### src/rtl/uart_tx_arbiter_if.sv
// Signal bundle between the byte producers, the UART transmit arbiter and the
// transmitter's enable/data inputs.
interface uart_tx_arbiter_if #(
    parameter int N_REQ = 4
);
    localparam int ID_W = $clog2(N_REQ);

    logic [N_REQ-1:0]   req;
    logic [8*N_REQ-1:0] req_data;
    logic [N_REQ-1:0]   grant;
    logic [ID_W-1:0]    grant_id;
    logic               busy;
    logic               frame_done;
    logic               uart_en;
    logic [7:0]         tx_data;

    modport master (
        output req, req_data,
        input  grant, grant_id, busy, frame_done, uart_en, tx_data
    );

    modport slave (
        input  req, req_data,
        output grant, grant_id, busy, frame_done, uart_en, tx_data
    );
endinterface

### src/rtl/uart_tx_arbiter.sv
// Round-robin arbiter sharing one open-loop UART transmitter between N_REQ
// byte producers; each grant owns a fixed frame slot timed from the baud rate.
module uart_tx_arbiter #(
    parameter int N_REQ    = 4,
    parameter int BAUD     = 115200,
    parameter int CLK_frq  = 100000000,
    parameter int GAP_BITS = 1
) (
    input  logic              sys_clk,
    input  logic              rst,
    uart_tx_arbiter_if.slave  bus
);
    localparam int BIT_CYC  = CLK_frq / BAUD;
    localparam int EN_CYC   = 2 * BIT_CYC;
    localparam int SLOT_CYC = (13 + GAP_BITS) * BIT_CYC;
    localparam int CNT_W    = $clog2(SLOT_CYC);
    localparam int ID_W     = $clog2(N_REQ);

    typedef enum logic [1:0] {
        IDLE   = 2'd0,
        LAUNCH = 2'd1,
        WAIT   = 2'd2
    } state_t;

    state_t             state_q, state_d;
    logic [CNT_W-1:0]   cnt_q, cnt_d;
    logic [ID_W-1:0]    last_q, last_d;
    logic [ID_W-1:0]    id_q, id_d;
    logic [7:0]         tx_q, tx_d;
    logic [N_REQ-1:0]   grant_q, grant_d;
    logic               busy_q, busy_d;
    logic               en_q, en_d;
    logic               done_q, done_d;
    logic [ID_W:0]      pick;
    logic [ID_W-1:0]    win;

    // First requester after 'last' in circular order; MSB flags a hit.
    function automatic logic [ID_W:0] rr_pick(input logic [N_REQ-1:0] r,
                                              input logic [ID_W-1:0]  last);
        logic [ID_W:0] res;
        int            idx;
        res = '0;
        for (int i = N_REQ; i >= 1; i--) begin
            idx = (int'(last) + i) % N_REQ;
            if (r[idx[ID_W-1:0]]) res = {1'b1, idx[ID_W-1:0]};
        end
        return res;
    endfunction

    always_comb begin
        state_d = state_q;
        cnt_d   = cnt_q;
        last_d  = last_q;
        id_d    = id_q;
        tx_d    = tx_q;
        grant_d = '0;
        busy_d  = busy_q;
        en_d    = en_q;
        done_d  = 1'b0;
        pick    = rr_pick(bus.req, last_q);
        win     = pick[ID_W-1:0];

        case (state_q)
            IDLE: begin
                busy_d = 1'b0;
                en_d   = 1'b0;
                if (pick[ID_W]) begin
                    state_d      = LAUNCH;
                    grant_d[win] = 1'b1;
                    tx_d         = bus.req_data[{win, 3'b000} +: 8];
                    id_d         = win;
                    last_d       = win;
                    cnt_d        = '0;
                    busy_d       = 1'b1;
                    en_d         = 1'b1;
                end
            end
            LAUNCH: begin
                cnt_d = cnt_q + CNT_W'(1);
                if (cnt_q == CNT_W'(EN_CYC - 1)) begin
                    state_d = WAIT;
                    en_d    = 1'b0;
                end
            end
            WAIT: begin
                cnt_d = cnt_q + CNT_W'(1);
                // Registered, so it must be raised one count early to land on the last slot cycle.
                if (cnt_q == CNT_W'(SLOT_CYC - 2)) done_d = 1'b1;
                if (cnt_q == CNT_W'(SLOT_CYC - 1)) begin
                    state_d = IDLE;
                    busy_d  = 1'b0;
                    cnt_d   = cnt_q;
                end
            end
            default: begin
                state_d = IDLE;
                busy_d  = 1'b0;
                en_d    = 1'b0;
            end
        endcase
    end

    always_ff @(posedge sys_clk) begin
        if (rst) begin
            state_q <= IDLE;
            cnt_q   <= '0;
            last_q  <= ID_W'(N_REQ - 1);
            id_q    <= '0;
            tx_q    <= 8'h00;
            grant_q <= '0;
            busy_q  <= 1'b0;
            en_q    <= 1'b0;
            done_q  <= 1'b0;
        end else begin
            state_q <= state_d;
            cnt_q   <= cnt_d;
            last_q  <= last_d;
            id_q    <= id_d;
            tx_q    <= tx_d;
            grant_q <= grant_d;
            busy_q  <= busy_d;
            en_q    <= en_d;
            done_q  <= done_d;
        end
    end

    assign bus.grant      = grant_q;
    assign bus.grant_id   = id_q;
    assign bus.busy       = busy_q;
    assign bus.frame_done = done_q;
    assign bus.uart_en    = en_q;
    assign bus.tx_data    = tx_q;
endmodule
### src/flat_wrapper.sv
// flat-port wrapper written by rule: the top's interface ports become plain ports
module uart_tx_arbiter_flat 
#(
    parameter int N_REQ    = 4,
    parameter int BAUD     = 115200,
    parameter int CLK_frq  = 100000000,
    parameter int GAP_BITS = 1
)
  (sys_clk, rst, bus_req, bus_req_data, bus_grant, bus_grant_id, bus_busy, bus_frame_done, bus_uart_en, bus_tx_data);
  uart_tx_arbiter_if #(.N_REQ(N_REQ)) bus_i ();
  input  logic sys_clk;
  input  logic rst;
  input wire logic [$bits(bus_i.req)-1:0] bus_req;
  input wire logic [$bits(bus_i.req_data)-1:0] bus_req_data;
  output wire logic [$bits(bus_i.grant)-1:0] bus_grant;
  output wire logic [$bits(bus_i.grant_id)-1:0] bus_grant_id;
  output wire logic [$bits(bus_i.busy)-1:0] bus_busy;
  output wire logic [$bits(bus_i.frame_done)-1:0] bus_frame_done;
  output wire logic [$bits(bus_i.uart_en)-1:0] bus_uart_en;
  output wire logic [$bits(bus_i.tx_data)-1:0] bus_tx_data;
  assign bus_i.req = bus_req;
  assign bus_i.req_data = bus_req_data;
  assign bus_grant = bus_i.grant;
  assign bus_grant_id = bus_i.grant_id;
  assign bus_busy = bus_i.busy;
  assign bus_frame_done = bus_i.frame_done;
  assign bus_uart_en = bus_i.uart_en;
  assign bus_tx_data = bus_i.tx_data;
  uart_tx_arbiter #(.N_REQ(N_REQ), .BAUD(BAUD), .CLK_frq(CLK_frq), .GAP_BITS(GAP_BITS)) u_core (.sys_clk(sys_clk), .rst(rst), .bus(bus_i));
endmodule
### config.mk
export PLATFORM = sky130hd
export DESIGN_NAME = uart_tx_arbiter_flat
export DESIGN_NICKNAME = d
export VERILOG_FILES = /design/src/rtl/uart_tx_arbiter_if.sv /design/src/rtl/uart_tx_arbiter.sv /design/src/flat_wrapper.sv
export SDC_FILE = /design/constraint.sdc
export NUM_CORES = 1
export LEC_CHECK = 0
export CAP_MARGIN = 20
export CORE_MARGIN = 4
export CORE_UTILIZATION = 51
export CTS_CLUSTER_DIAMETER = 30
export CTS_CLUSTER_SIZE = 24
export DETAILED_ROUTE_END_ITERATION = 8
export PLACE_DENSITY = 0.84
export SLEW_MARGIN = 20
export SYNTH_ARGS = -nofsm -noshare
export SYNTH_HDL_FRONTEND = slang
export SYNTH_SLANG_ARGS = --single-unit
### constraint.sdc
create_clock -name sys_clk -period 4.3 [get_ports sys_clk]
set_input_delay 0.86 -clock sys_clk [delete_from_list [all_inputs] [get_ports sys_clk]]
set_output_delay 0.86 -clock sys_clk [all_outputs]
set_load 0.1 [all_outputs]
==> results of run 1 <==
[tightest hold or removal path, stage by stage, from the launching register on]
cell and delay [ns]:
dfxtp_1 0.31, nand2_1 0.05, a21oi_1 0.05
[through the flow]
stage               setup slack (ns)   util
detailed placement              1.29  0.691
finish                          1.59  0.713
global placement                1.38  0.691
global route                    1.35  0.713
CTS                             1.60  0.713
floorplan                       2.14      -
[cell type report]
class,instances,area share
inverters,4,0.00571
clock inverters,1,0.00190
repair buffers,56,0.211
multi-input cells,159,0.463
clock buffers,7,0.0290
flip-flops and latches,35,0.267
well taps,48,0.0228
[cell usage in the layout (no fill, tap or decap), types with 3 or more instances in the layout]
| cell | n |
|---|---|
| nor3_2 | 7 |
| a21oi_2 | 4 |
| o221ai_1 | 8 |
| nand4_1 | 7 |
| inv_1 | 4 |
| clkbuf_8 | 5 |
| nor2b_1 | 6 |
| nand3_1 | 6 |
| clkdlybuf4s50_1 | 54 |
| and2_1 | 3 |
| nand2_1 | 14 |
| xor2_1 | 6 |
| nand3b_1 | 9 |
| and3_1 | 5 |
| o21ai_1 | 4 |
| ha_1 | 7 |
| dfxtp_1 | 35 |
| mux2i_1 | 20 |
| or3b_2 | 3 |
| a21oi_1 | 8 |
| nor2_1 | 11 |
[report_power, final]
group          internal (mW)  total (mW)  switching, mW  leakage [nW]
Sequential             0.407       0.467         0.0601         0.286
Combinational          0.307        1.04          0.733         0.657
Clock                  0.114       0.226          0.112        0.0422
[metal layers]
metal  vias up  wire (um)  track usage
met1       818       2120        0.264
met2        40       2390        0.353
met3        11        208       0.0432
li1        875          -            -
met5         -          0            0
met4         0        103       0.0660
[cell usage after synthesis (all sizes together) (2+ instances only)]
| library cell | number |
|---|---|
| nand3 | 7 |
| mux2i | 20 |
| o41ai | 2 |
| buf | 3 |
| nand2b | 2 |
| nand4 | 7 |
| a21oi | 12 |
| o221ai | 9 |
| inv | 4 |
| ha | 7 |
| o21ai | 5 |
| and2 | 3 |
| or3 | 2 |
| dfxtp | 35 |
| clkbuf | 4 |
| nor3 | 9 |
| xor2 | 6 |
| nand3b | 9 |
| or4 | 3 |
| nor2b | 6 |
| or3b | 3 |
| and3 | 6 |
| nor4 | 2 |
| nor2 | 12 |
| nand2 | 15 |
[flip-flops by register name, summed over array words and instances, names as in the netlist]
signal                 flops
u_core.bus.grant_id        2
u_core.cnt_q              14
u_core.bus.tx_data         8
u_core.bus.uart_en         1
u_core.bus.frame_done      1
u_core.bus.grant           4
u_core.bus.busy            1
u_core.state_q             2
u_core.last_q              2
[kinds of logic (layout without fill, tap and decap cells)]
group,Yosys count,count (layout),synth area share
XOR/XNOR,7,7,0.0313
adder cells (fa/ha/maj),7,7,0.0448
AO/OA/AOI/OAI,35,35,0.141
buffers and inverters,11,68,0.0236
flip-flops,35,35,0.358
AND/OR/NAND/NOR,90,90,0.299
multiplexers,20,20,0.102
[worst min-delay path by stage]
stage,end,slack [ns],depth (start not counted)
after floorplan,u_core.cnt_q[0],0.46,2
after global placement,u_core.bus.grant_id[1],0.44,2
after detailed placement,u_core.bus.grant_id[1],0.46,2
after global routing,u_core.bus.grant_id[1],0.50,2
final,u_core.bus.grant_id[1],0.47,2
after CTS,u_core.bus.grant_id[1],0.47,2
==> flow_metrics.py, run 1 <==
metrics = {
    "floorplanning": {
        "initial_utilization": 0.531,
        "dieHeight_um": 69.9,
        "io_pins": 55,
        "die_area_um2": 4890,
        "dieWidth_um": 69.9,
        "rows": 22,
        "coreArea_um2": 3690,
    },
    "clocking": {
        "cts_made_buffers": 5,
        "postCtsSetupBuffers": 0,
        "clkTransAtPathRegs_ns": 0.07,
        "cts_num_sinks": 35,
        "worstSkewPairLatency_ns": 0.28,
        "clk_path_buf_depth": 2,
        "cts_tree": "yes",
        "cts-root-buf": "clkbuf_8",
        "htree_levels": 2,
        "cts_hold_buf": 0,
        "cts_resized": 0,
    },
    "placement": {
        "post-dp-hpwl_um": 3630,
        "place_area_um2": 2550,
        "finalWeightedCongestion": 0.899,
        "place_inst": 302,
        "portBuffers": 54,
    },
    "synth": {
        "synthDistinctLibCells": 46,
        "synth_area_leaders": "dfxtp_1, mux2i_1, ha_1",
        "netlist_area_um2": 1960,
        "synth-async-reset-ratio": 0,
        "yosys.area.top_type": "dfxtp_1",
        "synth-edff-count": 0,
        "ys_seq_area_frac": 0.358,
        "ys_ff_latch": 35,
        "synthCells": 205,
        "netlist.area_leader.share": 0.358,
        "syn_nets": 250,
        "yosys_most_used_dff": "dfxtp_1",
        "synth_warnings": 0,
        "avgSynthCellArea_um2": 9.55,
    },
    "finish": {
        "stdcell_area_um2": 2630,
        "nNetsFinal": 306,
        "fin_cells": 310,
        "final-seq-area_um2": 701,
        "antennaDiodeCount": 0,
        "fill_cells": 305,
        "multi_input_area_um2": 1220,
        "syn_to_final_growth_pct": 34.3,
        "layout-drive-gt1-share": 0.130,
    },
    "run_status": {
        "status": "finished, final reports clean",
    },
    "worst_hold_path": {
        "min_path_type": "reg -> reg",
        "min_from": "u_core.bus.grant_id[1]",
    },
    "route": {
        "via_per_inst": 5.63,
        "wire_per_inst_um": 15.6,
        "drt_iter0_drc": 146,
        "drc": 0,
        "num_vias": 1744,
        "ant_nets": 0,
        "drt_wl_total_um": 4830,
        "drt_pass1_iterations": 5,
    },
    "global_routing": {
        "grt_usage": 0.209,
        "overflow": 0,
        "grt_pass1_wl_um": 8340,
        "grt_pass1_vias": 1767,
        "antenna_found_initial": 0,
        "grt_max_degree": 22,
    },
    "worst_setup_path": {
        "cp.depth": 6,
        "worstPathBufferInverterCount": 1,
        "path_class": "in -> reg",
        "critPathLaunch": "bus_req[3]",
        "rr_startpoint": "u_core.cnt_q[1]",
        "cp_max_fo": 12,
        "r2r_setup_slack_ns": 2.11,
        "arrival_ns": 2.86,
        "end_kind": "flop",
        "crit_path_frequent_cell": "nand2_1",
        "cp-start-kind": "primary input",
        "cp_slowest_stage_delay_ns": 0.56,
        "cp_slowest_cell": "or4_1",
        "cp.required_ns": 4.45,
        "crit_family": "simple AND/OR/NAND/NOR gates",
        "r2r_cells": 6,
        "worstPathCellList": "clkdlybuf4s50_1 -> or4_1 -> nand2_1 -> nor2_1 -> nand2_1 -> o221ai_1",
        "worstSetupEndpoint": "u_core.bus.tx_data[1]",
        "timing.rr.end": "u_core.bus.uart_en",
    },
    "sta": {
        "layout_min_cycle_time_ns": 2.71,
        "setup_viol_count_final": 0,
        "max_freq_mhz": 369,
        "rsz0062_at_grt": "false",
        "hold_viol_final": 0,
        "drv_slew": 0,
        "finClkSkew_ns": 0.00402,
        "whs_ns": 0.468,
        "setup-tns-final_ns": 0,
        "worst_pin_slew_ns": 1.01,
        "post-route-period-util": 0.630,
        "slew_headroom": 0.327,
    },
    "power": {
        "leakagePower_nw": 0.985,
        "ir_drop_mv": 0.516,
        "power_density_nw_per_um2": 659,
        "power_mw": 1.73,
    },
    "job": {
        "max_cap_violations": 0,
    },
}
Note: power is estimated with default switching activity, not from simulation.
==> run 2, diff against run 1 <==
--- a/config.mk
+++ b/config.mk
@@ -7,11 +7,11 @@
 export LEC_CHECK = 0
 export CAP_MARGIN = 20
 export CORE_MARGIN = 4
-export CORE_UTILIZATION = 51
+export CORE_UTILIZATION = 48
 export CTS_CLUSTER_DIAMETER = 30
 export CTS_CLUSTER_SIZE = 24
 export DETAILED_ROUTE_END_ITERATION = 8
-export PLACE_DENSITY = 0.84
+export PLACE_DENSITY = 0.8
 export SLEW_MARGIN = 20
 export SYNTH_ARGS = -nofsm -noshare
 export SYNTH_HDL_FRONTEND = slang
==> constraint.sdc (replaced) <==
create_clock -name sys_clk -period 2.8 [get_ports sys_clk]
set_input_delay 0.56 -clock sys_clk [delete_from_list [all_inputs] [get_ports sys_clk]]
set_output_delay 0.56 -clock sys_clk [all_outputs]
set_load 0.1 [all_outputs]
==> flow_metrics.py, run 2 (same netlist as run 1, synthesis figures left out) <==
metrics = {
    "clocking": {
        "clkTransAtPathRegs_ns": 0.07,
        "clk_path_buf_depth": 2,
        "postCtsSetupBuffers": 0,
        "cts_tree": "yes",
        "htree_levels": 2,
        "cts_hold_buf": 0,
        "worstSkewPairLatency_ns": 0.30,
        "cts_num_sinks": 35,
        "cts_made_buffers": 5,
        "cts-root-buf": "clkbuf_8",
        "cts_resized": 0,
    },
    "sta": {
        "setup_viol_count_final": 0,
        "rsz0062_at_grt": "false",
        "timing.final.ws_setup_ns": 0.638,
        "finClkSkew_ns": 0.00754,
        "setup-tns-final_ns": 0,
        "slew_headroom": 0.707,
        "hold_viol_final": 0,
        "drv_slew": 0,
        "post-route-period-util": 0.772,
        "max_freq_mhz": 462,
        "layout_min_cycle_time_ns": 2.16,
        "worst_pin_slew_ns": 0.435,
        "whs_ns": 0.472,
    },
    "power": {
        "ir_drop_mv": 0.817,
        "power_density_nw_per_um2": 1020,
        "leakagePower_nw": 1.04,
    },
    "floorplanning": {
        "coreArea_um2": 3800,
        "initial_utilization": 0.515,
        "dieWidth_um": 71.9,
        "rows": 22,
        "die_area_um2": 5160,
        "io_pins": 55,
        "dieHeight_um": 71.9,
    },
    "finish": {
        "fin_util": 0.693,
        "nNetsFinal": 310,
        "largest-register": "u_core.cnt_q",
        "syn_to_final_growth_pct": 34.5,
        "layout_commonest_cell": "clkdlybuf4s50_1",
        "fill_cells": 319,
        "largest_reg_flops": 14,
        "antennaDiodeCount": 0,
        "layout-drive-gt1-share": 0.211,
        "final_cell_mix": "clkdlybuf4s50_1, dfxtp_1, buf_4, mux2i_1, nand2_1",
    },
    "route": {
        "drt_iter0_drc": 108,
        "ant_nets": 0,
        "drt_pass1_iterations": 4,
        "num_vias": 1763,
        "via_per_inst": 5.61,
        "wire_per_inst_um": 16.1,
        "drt_wl_total_um": 5040,
        "drc": 0,
    },
    "worst_setup_path": {
        "timing.rr.end": "u_core.bus.uart_en",
        "cp.required_ns": 2.97,
        "r2r_cells": 6,
        "rr_startpoint": "u_core.cnt_q[1]",
        "cp_max_fo": 6,
        "path_class": "reg -> reg",
        "r2r_setup_slack_ns": 0.64,
        "arrival_ns": 2.33,
        "end_kind": "flop",
        "cp-start-kind": "flop",
    },
    "placement": {
        "pre_cts_ws_ns": 0.375,
        "post-dp-hpwl_um": 3670,
        "finalWeightedCongestion": 0.867,
        "portBuffers": 54,
    },
    "global_routing": {
        "grt_usage": 0.198,
        "antenna_found_initial": 0,
        "grt_pass1_wl_um": 8140,
        "grt_max_degree": 32,
        "overflow": 0,
        "grt_pass1_vias": 1708,
    },
    "worst_hold_path": {
        "min_path_type": "reg -> reg",
        "whs_endpoint": "u_core.bus.grant_id[1]",
        "min_from": "u_core.bus.grant_id[1]",
        "min_path_cells": 2,
    },
    "job": {
        "max_cap_violations": 0,
    },
    "run_status": {
        "status": "finished, final reports clean",
    },
}
run 2: cell types whose count changed in the layout (fill, tap and decap cells not counted):
cell / change
buf_4: +20
clkdlybuf4s50_1: -17
buf_12: +1
clkbuf_1: -1
clkinvlp_4: +1
run 2: cell type report:
type / instances / area [um2] / area share
Clock buffer: 6 / 72.6 / 0.0276
Timing Repair Buffer: 60 / 556 / 0.211
Sequential cell: 35 / 701 / 0.266
Inverter: 4 / 15.0 / 0.00570
Multi-Input combinational cell: 159 / 1220 / 0.462
Clock inverter: 2 / 12.5 / 0.00475
Tap cell: 48 / 60.1 / 0.0228
run 2: how the worst max path moves through the flow:
stage / start / end / slack [ns] / depth (start not counted)
4_1_cts: u_core.cnt_q[1] / u_core.bus.uart_en / 0.62 / 6
3_5_place_dp: bus_req[3] / u_core.cnt_q[11] / 0.38 / 8
3_3_place_gp: bus_req[3] / u_core.cnt_q[13] / 0.39 / 8
2_1_floorplan: u_core.cnt_q[1] / u_core.bus.uart_en / 0.89 / 6
5_1_grt: u_core.cnt_q[1] / u_core.bus.uart_en / 0.48 / 6
6_report: u_core.cnt_q[1] / u_core.bus.uart_en / 0.64 / 6
run 2: critical path: stages (launching register included):
cell	delay, ns
dfxtp_1	0.38
ha_1	0.31
or4bb_1	0.52
o41ai_2	0.37
nor2b_1	0.22
mux2i_1	0.20
nor2_1	0.05
run 2: power by group:
| group | switching [mW] | leakage [nW] | internal (mW) | total [mW] |
|---|---|---|---|---|
| Combinational | 1.13 | 0.710 | 0.468 | 1.60 |
| Clock | 0.184 | 0.0412 | 0.174 | 0.358 |
| Sequential | 0.0894 | 0.286 | 0.625 | 0.714 |
run 2: per-layer routing:
| layer | global-route usage | share of wire | vias up |
|---|---|---|---|
| li1 | - | - | 887 |
| met1 | 0.261 | 0.45 | 817 |
| met2 | 0.316 | 0.48 | 52 |
| met3 | 0.0435 | 0.051 | 7 |
| met4 | 0.0710 | 0.015 | 0 |
| met5 | 0 | 0 | - |
run 2: through the flow:
| stage | instances | cell area, um2 | total power, mW |
|---|---|---|---|
| floorplan | 205 | 1960 | 1.94 |
| global placement | 306 | 2550 | 2.31 |
| detailed placement | 306 | 2550 | 2.32 |
| CTS | 314 | 2630 | 2.68 |
| global route | 314 | 2630 | 2.81 |
| finish | 314 | 2630 | 2.67 |
==> run 3, diff against run 2 <==
==> constraint.sdc (replaced) <==
create_clock -name sys_clk -period 2.2 [get_ports sys_clk]
set_input_delay 0.44 -clock sys_clk [delete_from_list [all_inputs] [get_ports sys_clk]]
set_output_delay 0.44 -clock sys_clk [all_outputs]
set_load 0.1 [all_outputs]
==> flow_metrics.py, run 3 (same netlist as run 1, synthesis figures left out) <==
metrics = {
    "run_status": {
        "status": "finished, final reports clean",
    },
    "worst_setup_path": {
        "crit_family": "buffers and inverters",
        "cp_slowest_stage_delay_ns": 0.54,
        "end_kind": "flop",
        "arrival_ns": 2.16,
        "crit_path_frequent_cell": "buf_4",
        "cp_max_fo": 5,
        "cp.required_ns": 2.36,
        "r2r_setup_slack_ns": 0.24,
        "worstPathBufferInverterCount": 3,
        "path_class": "in -> reg",
        "cp_slowest_cell": "clkdlybuf4s50_1",
        "worstPathCellList": "clkdlybuf4s50_1 -> nor4_1 -> buf_4 -> a2111oi_2 -> buf_4 -> nand4_1 -> xor2_1 -> nor3_2",
        "cp-start-kind": "primary input",
    },
    "placement": {
        "finalWeightedCongestion": 0.854,
        "place_area_um2": 2670,
        "pre_cts_ws_ns": -0.0683,
        "portBuffers": 54,
        "place_inst": 319,
        "post-dp-hpwl_um": 3850,
    },
    "global_routing": {
        "grt_usage": 0.206,
        "antenna_found_initial": 0,
        "grt_max_degree": 32,
        "grt_pass1_wl_um": 8450,
        "overflow": 0,
        "grt_pass1_vias": 1795,
    },
    "route": {
        "dr.max_layer_used": "met4",
        "via_per_inst": 5.58,
        "drt_iter0_drc": 107,
        "drt_pass1_iterations": 4,
        "ant_nets": 0,
        "drt_wl_total_um": 5030,
        "wl_met3_um": 237,
        "num_vias": 1825,
        "wire_per_inst_um": 15.4,
        "met2WireLength_um": 2570,
        "drc": 0,
        "wirelength_met1_um": 2170,
    },
    "clocking": {
        "clk_path_buf_depth": 2,
        "cts_num_sinks": 35,
        "cts_tree": "yes",
        "cts_made_buffers": 5,
        "cts_hold_buf": 0,
        "cts-root-buf": "clkbuf_8",
        "postCtsSetupBuffers": 0,
        "htree_levels": 2,
        "clkTransAtPathRegs_ns": 0.07,
        "cts_resized": 0,
        "worstSkewPairLatency_ns": 0.28,
    },
    "finish": {
        "multi_input_area_um2": 1220,
        "stdcell_area_um2": 2790,
        "layout_commonest_cell": "clkdlybuf4s50_1",
        "fin_cells": 327,
        "final_cell_mix": "clkdlybuf4s50_1, dfxtp_1, buf_4, mux2i_1, nand2_1",
        "fill_cells": 291,
        "syn_to_final_growth_pct": 42.5,
        "antennaDiodeCount": 0,
        "nNetsFinal": 323,
        "final-seq-area_um2": 701,
        "largest-register": "u_core.cnt_q",
        "layout-drive-gt1-share": 0.251,
        "largest_reg_flops": 14,
    },
    "floorplanning": {
        "dieWidth_um": 71.9,
        "die_area_um2": 5160,
        "initial_utilization": 0.515,
        "dieHeight_um": 71.9,
        "rows": 22,
        "coreArea_um2": 3800,
        "io_pins": 55,
    },
    "sta": {
        "timing.final.ws_setup_ns": 0.197,
        "drv_slew": 0,
        "slew_headroom": 0.763,
        "layout_min_cycle_time_ns": 2.00,
        "setup-tns-final_ns": 0,
        "finClkSkew_ns": 0.00326,
        "post-route-period-util": 0.910,
        "rsz0062_at_grt": "false",
        "max_freq_mhz": 499,
        "setup_viol_count_final": 0,
        "worst_pin_slew_ns": 0.355,
        "hold_viol_final": 0,
    },
    "power": {
        "power_density_nw_per_um2": 1310,
        "ir_drop_mv": 0.911,
        "leakagePower_nw": 1.13,
    },
    "job": {
        "max_cap_violations": 0,
    },
    "worst_hold_path": {
        "min_path_type": "reg -> reg",
    },
}
run 3: worst min-delay path, cell delays in order (launching register included):
cell and delay, ns:
dfxtp_1 0.32, nand2_1 0.06, a21oi_1 0.06
run 3: cell type report:
| class | count | share of cell area |
|---|---|---|
| multi-input cells | 159 | 0.436 |
| flip-flops and latches | 35 | 0.251 |
| repair buffers | 73 | 0.243 |
| clock buffers | 6 | 0.0296 |
| well taps | 48 | 0.0215 |
| clock inverters | 2 | 0.0126 |
| inverters | 4 | 0.00539 |
run 3: path summary, 6_finish.rpt:
kind                     startpoint                      to  depth (start not counted)
max reg2reg         u_core.cnt_q[1]      u_core.bus.uart_en                          6
min          u_core.bus.grant_id[1]  u_core.bus.grant_id[1]                          2
max                      bus_req[1]        u_core.cnt_q[13]                          8
min reg2reg  u_core.bus.grant_id[1]  u_core.bus.grant_id[1]                          2
run 3: report_power, final:
part           leakage, nW  switching, mW  total, mW  internal (mW)
registers            0.286          0.113      0.908          0.795
clock network       0.0612          0.229      0.596          0.367
logic                0.784           1.46       2.14          0.679
total                 1.13           1.81       3.65           1.84
run 3: per-stage QoR:
| stage | hold WS [ns] | utilization | power [mW] |
|---|---|---|---|
| final | 0.474 | 0.734 | 3.65 |
| after global placement | 0.445 | 0.703 | 3.04 |
| after detailed placement | 0.464 | 0.703 | 3.06 |
| after CTS | 0.474 | 0.734 | 3.67 |
| after floorplan | 0.458 | - | 2.48 |
| after global routing | 0.486 | 0.734 | 3.83 |
run 3: routing by layer:
| layer | vias up | global-route usage |
|---|---|---|
| met4 | 0 | 0.0710 |
| met1 | 861 | 0.264 |
| met5 | - | 0 |
| met2 | 43 | 0.344 |
| met3 | 6 | 0.0421 |
| li1 | 915 | - |
